### src/rtl/rename_dispatch_unit.sv
// Register rename and dispatch: RAT with spec/tag per architectural register, circular tag allocator, IIQ/LSQ steering.
// Optional macro RENAME_RETIRE_BYPASS_EN: sources cleared by a same-cycle retire are dispatched as non-speculative.
module rename_dispatch_unit #(
    parameter int ARCH_REGS     = 32,
    parameter int ROB_DEPTH     = 16,
    parameter int PAYLOAD_WIDTH = 64,
    localparam int REG_W        = $clog2(ARCH_REGS),
    localparam int TAG_W        = $clog2(ROB_DEPTH)
) (
    input  logic                     clk,
    input  logic                     rst_aL,
    input  logic                     in_valid,
    output logic                     in_ready,
    input  logic [REG_W-1:0]         in_rs1,
    input  logic [REG_W-1:0]         in_rs2,
    input  logic [REG_W-1:0]         in_rd,
    input  logic                     in_rs1_en,
    input  logic                     in_rs2_en,
    input  logic                     in_rd_en,
    input  logic                     in_is_lsq,
    input  logic [PAYLOAD_WIDTH-1:0] in_payload,
    output logic                     iiq_dispatch_valid,
    input  logic                     iiq_dispatch_ready,
    output logic                     lsq_dispatch_valid,
    input  logic                     lsq_dispatch_ready,
    output logic [TAG_W-1:0]         disp_tag,
    output logic                     disp_rs1_spec,
    output logic [TAG_W-1:0]         disp_rs1_tag,
    output logic                     disp_rs2_spec,
    output logic [TAG_W-1:0]         disp_rs2_tag,
    output logic [PAYLOAD_WIDTH-1:0] disp_payload,
    input  logic                     retire_valid,
    input  logic [REG_W-1:0]         retire_rd,
    input  logic                     retire_rd_en,
    output logic [TAG_W-1:0]         retire_tag,
    input  logic                     flush,
    output logic [TAG_W:0]           rob_count
);

    logic [ARCH_REGS-1:0] r_spec;
    logic [TAG_W-1:0]     r_tag [ARCH_REGS];
    logic [TAG_W-1:0]     r_head;
    logic [TAG_W-1:0]     r_tail;
    logic [TAG_W:0]       r_count;

    logic w_queueReady;
    logic w_fire;
    logic w_rename;
    logic w_retAccept;
    logic w_retClear;

    // Count never exceeds ROB_DEPTH (a power of two), so its MSB alone means full.
    assign w_queueReady = in_is_lsq ? lsq_dispatch_ready : iiq_dispatch_ready;
    assign in_ready     = ~r_count[TAG_W] & ~flush & w_queueReady;
    assign w_fire       = in_valid & in_ready;
    assign w_rename     = w_fire & in_rd_en & (in_rd != '0);
    assign w_retAccept  = retire_valid & (r_count != '0) & ~flush;
    assign w_retClear   = w_retAccept & retire_rd_en & (retire_rd != '0) & r_spec[retire_rd]
                        & (r_tag[retire_rd] == r_head) & ~(w_rename & (in_rd == retire_rd));

    assign iiq_dispatch_valid = in_valid & ~in_is_lsq & in_ready;
    assign lsq_dispatch_valid = in_valid & in_is_lsq & in_ready;
    assign disp_tag           = r_tail;
    assign disp_payload       = in_payload;
    assign retire_tag         = r_head;
    assign rob_count          = r_count;

    always_comb begin
        disp_rs1_spec = 1'b0;
        disp_rs1_tag  = '0;
        disp_rs2_spec = 1'b0;
        disp_rs2_tag  = '0;
        if (in_rs1_en && in_rs1 != '0 && r_spec[in_rs1]) begin
            disp_rs1_spec = 1'b1;
            disp_rs1_tag  = r_tag[in_rs1];
        end
        if (in_rs2_en && in_rs2 != '0 && r_spec[in_rs2]) begin
            disp_rs2_spec = 1'b1;
            disp_rs2_tag  = r_tag[in_rs2];
        end
`ifdef RENAME_RETIRE_BYPASS_EN
        // The producer is retiring right now, so its value is already architectural.
        if (w_retClear && in_rs1 == retire_rd) begin
            disp_rs1_spec = 1'b0;
            disp_rs1_tag  = '0;
        end
        if (w_retClear && in_rs2 == retire_rd) begin
            disp_rs2_spec = 1'b0;
            disp_rs2_tag  = '0;
        end
`endif
    end

    always_ff @(posedge clk or negedge rst_aL) begin
        if (!rst_aL) begin
            r_spec  <= '0;
            for (int i = 0; i < ARCH_REGS; i++) r_tag[i] <= '0;
            r_head  <= '0;
            r_tail  <= '0;
            r_count <= '0;
        end else if (flush) begin
            r_spec  <= '0;
            r_head  <= '0;
            r_tail  <= '0;
            r_count <= '0;
        end else begin
            if (w_fire)      r_tail <= r_tail + TAG_W'(1);
            if (w_retAccept) r_head <= r_head + TAG_W'(1);
            if (w_retClear)  r_spec[retire_rd] <= 1'b0;
            if (w_rename) begin
                r_spec[in_rd] <= 1'b1;
                r_tag[in_rd]  <= r_tail;
            end
            case ({w_fire, w_retAccept})
                2'b10:   r_count <= r_count + (TAG_W+1)'(1);
                2'b01:   r_count <= r_count - (TAG_W+1)'(1);
                default: r_count <= r_count;
            endcase
        end
    end

endmodule

### config.mk
export PLATFORM = sky130hd
export DESIGN_NAME = rename_dispatch_unit
export DESIGN_NICKNAME = d
export VERILOG_FILES = /design/src/rtl/rename_dispatch_unit.sv
export SDC_FILE = /design/constraint.sdc
export NUM_CORES = 1
export LEC_CHECK = 0
export ABC_AREA = 1
export CAP_MARGIN = 10
export CORE_UTILIZATION = 35
export DETAILED_ROUTE_END_ITERATION = 7
export PLACE_DENSITY = 0.55
export SLEW_MARGIN = 20
export SYNTH_ARGS = -nofsm -noshare
export SYNTH_HDL_FRONTEND = slang
export SYNTH_SLANG_ARGS = --single-unit
### constraint.sdc
create_clock -name clk -period 2.3 [get_ports clk]
set_input_delay 0.23 -clock clk [delete_from_list [all_inputs] [get_ports clk]]
set_output_delay 0.23 -clock clk [all_outputs]
set_load 0.02 [all_outputs]
==> impl_metrics.py <==
metrics = {
    "cts": {
        "cts_tree": "built",
        "cts_buffers": 17,
        "clkTransAtPathRegs_ps": 70,
        "clkLatencyLatePin_ps": 470,
        "htreeDepth": 4,
        "cts.sinks": 173,
        "cts_root_buf": "clkbuf_16",
        "cts_buffer_depth": 2,
    },
    "floorplan": {
        "dieArea_mm2": 0.0367,
        "dieWidth_um": 191,
        "row_count": 69,
        "die_y_um": 191,
        "initial_utilization_pct": 35.4,
        "boundaryPins": 186,
        "core_mm2": 0.0355,
    },
    "setup_path": {
        "cp_data_arrival_time_ps": 2050,
        "cp_max_fo": 4,
        "worst_path_max_delay_cell": "dfrtp_1",
        "max_stage_delay_ps": 350,
        "cp-start-kind": "register",
        "cp-end-kind": "output pin",
        "criticalPathCategory": "reg -> out",
        "critPathBufInv": 3,
        "crit_chain": "inv_1, o21ai_1, a21oi_1, o21ai_1, nand3_2, a31oi_4, inv_4, nor2_4, buf_6",
        "worstPathRequired_ps": 2070,
        "cp_top_family": "compound AO/OA/AOI/OAI gates",
        "timing.critical_path.mode_cell": "o21ai_1",
    },
    "yosys": {
        "yosysWarnings": 0,
        "yosysUniqueCellTypes": 46,
        "synth-async-reset-ratio_pct": 100,
        "synth_area_leaders": "dfrtp_1 (34%), nand2_1 (20%), o21ai_0 (11%)",
        "synth_seq_area_share_pct": 34.5,
        "synth_cells": 1933,
        "synth_area_mm2": 0.0126,
        "syn-num-nets": 2035,
        "synthTopCellsByCount": "nand2_1 (663), o21ai_0 (271), dfrtp_1 (173)",
        "synth_top_area_share_pct": 34.5,
        "synth_area_leader_cell": "dfrtp_1",
        "yosysMostFrequentCell": "nand2_1",
        "ys_seq_elements": 173,
        "syn_area_per_cell_um2": 6.50,
        "synth-edff-count": 0,
        "synth-main-ff-cell": "dfrtp_1",
    },
    "placement": {
        "routabilityCongestion": 0.982,
        "dp_hpwl_mm": 38.8,
        "pre_cts_ws_ps": -858,
        "port_buffers": 57,
    },
    "cells_and_area": {
        "num-nets-final": 2200,
        "area_growth_pct": 27.4,
        "fillers": 3633,
        "diodes": 0,
        "drive_above_1_share_pct": 21.5,
    },
    "route": {
        "drt_first_pass_iters": 6,
        "drc": 0,
        "first_iter_violations": 1385,
        "routed-via-count": 13800,
        "wl_per_cell_um": 20.2,
        "wirelength_mm": 51.9,
        "viasPerCell": 5.35,
        "ant_nets": 0,
    },
    "sta": {
        "clock_skew_ps": 13.2,
        "fin_crit_sh_pct": 99.3,
        "layout_min_cycle_time_ps": 2280,
        "hold_viol": 0,
        "max_freq_ghz": 0.438,
        "setup_viol": 0,
        "slew_headroom_pct": 64.7,
        "tightest_slew_ps": 529,
        "setup_tns_ps": 0,
        "slew_viol_final": 0,
        "final.setup.worst_slack_ps": 15.5,
        "rsz0062_at_grt": "yes",
    },
    "power": {
        "max-vdd-ir-drop_mv": 0.501,
        "p_leak_nw": 7.27,
        "power_mw": 8.61,
        "powerDensity_mw_per_mm2": 538,
    },
    "flow_run": {
        "max-cap-violations": 0,
    },
    "run_status": {
        "status": "finished, final reports clean",
    },
    "hold_path": {
        "min_path_type": "in -> async",
    },
    "grt": {
        "grtUsageTotal_pct": 28.7,
        "antenna_found_initial": 0,
        "grt_overflow": 0,
        "grt_pass1_wl_mm": 77.9,
        "grt_max_degree": 65,
        "grt_pass1_vias": 12800,
    },
}
-- cell usage in the layout, fill, tap and decap left out, types with 4 or more instances in the layout --
cell | netlist | routed
o21ai_0 | 271 | 240
dfrtp_1 | 173 | 172
clkinv_2 | 0 | 4
inv_2 | 9 | 20
nor3_4 | 4 | 6
buf_4 | 65 | 224
nand2_1 | 663 | 649
nor2_1 | 144 | 128
ha_1 | 5 | 5
dlygate4sd2_1 | 0 | 5
buf_6 | 7 | 18
inv_1 | 128 | 116
bufinv_16 | 0 | 4
nand3_1 | 67 | 60
o22ai_1 | 13 | 12
clkdlybuf4s50_1 | 0 | 36
nor2_2 | 2 | 9
a21oi_1 | 148 | 136
a31oi_2 | 0 | 6
o21ai_2 | 0 | 8
a31oi_1 | 12 | 4
o21ai_1 | 27 | 50
nor3_1 | 11 | 11
nand2_2 | 1 | 15
a21oi_2 | 0 | 12
a211oi_1 | 7 | 5
nand3_2 | 33 | 40
nor2_4 | 2 | 11
buf_12 | 0 | 25
clkbuf_16 | 0 | 17
nor3_2 | 7 | 5
-- flip-flops by register name, summed over array words and instances, names as in the netlist --
name / flops
disp_tag: 4
r_spec: 32
r_tag: 128
retire_tag: 4
rob_count: 5
-- kinds of logic after synthesis --
| logic type | synth area share (%) |
|---|---|
| adders and majority gates | 0.657 |
| xor gates and xnor gates | 0.279 |
| AOI/OAI and AO/OA | 20.5 |
| and+or+nand+nor | 31.9 |
| DFF | 34.5 |
| buffers and inverters | 12.2 |
-- power breakdown --
part	leakage [nW]	switching, mW	internal, mW
Combinational	4.56	1.30	0.863
Sequential	2.41	0.0798	3.12
Clock	0.302	1.34	1.90
-- worst paths after layout --
check	slack, ps	endpoint	from	cells past startpoint
max	20	disp_rs2_tag[0]	r_spec[13]$_DFF_PN0_	9
min	290	r_tag[83]$_DFFE_PN0P_	rst_aL	2
min reg2reg	380	r_tag[127]$_DFFE_PN0P_	r_tag[127]$_DFFE_PN0P_	0
max reg2reg	70	rob_count[4]$_DFFE_PN0P_	rob_count[4]$_DFFE_PN0P_	12
max in group asynchronous	1240	r_spec[8]$_DFF_PN0_	rst_aL	3
min in group clk	380	r_tag[127]$_DFFE_PN0P_	r_tag[127]$_DFFE_PN0P_	0
-- metrics by stage --
stage	cells	hold slack, ps	util [%]	cell area (µm²)
finish	2572	288	45.1	16000
global route	2572	321	45.1	16000
CTS	2566	295	44.1	15700
detailed placement	2529	222	41.9	14900
global placement	2529	223	41.9	14900
floorplan	1933	-65.6	-	12600
-- area by class of cell --
| cell class | count | area, µm² | share of cell area, % |
|---|---|---|---|
| clock inverter | 10 | 161 | 1.01 |
| timing repair buffer | 316 | 2860 | 17.8 |
| inverter | 142 | 538 | 3.36 |
| tap | 461 | 577 | 3.60 |
| clock buffer | 22 | 474 | 2.96 |
| sequential | 173 | 4330 | 27.1 |
| multi-input combinational | 1448 | 7070 | 44.2 |
-- what timing repair did --
action                                  4_1_cts  5_1_grt
setup buffers                                 4        8
endpoints found under the hold margin        43        0
hold buffers                                  1        0
gates resized for setup                     111      105
endpoints found under the setup margin       12       83
pin swaps                                    10       26
-- layer usage --
metal	global-route usage [%]	wire length (µm)
met5	0	0
met4	14.3	2640
met3	4.99	4000
met2	44.8	23100
met1	38.1	22200
Note: power is estimated with default switching activity, not from simulation.
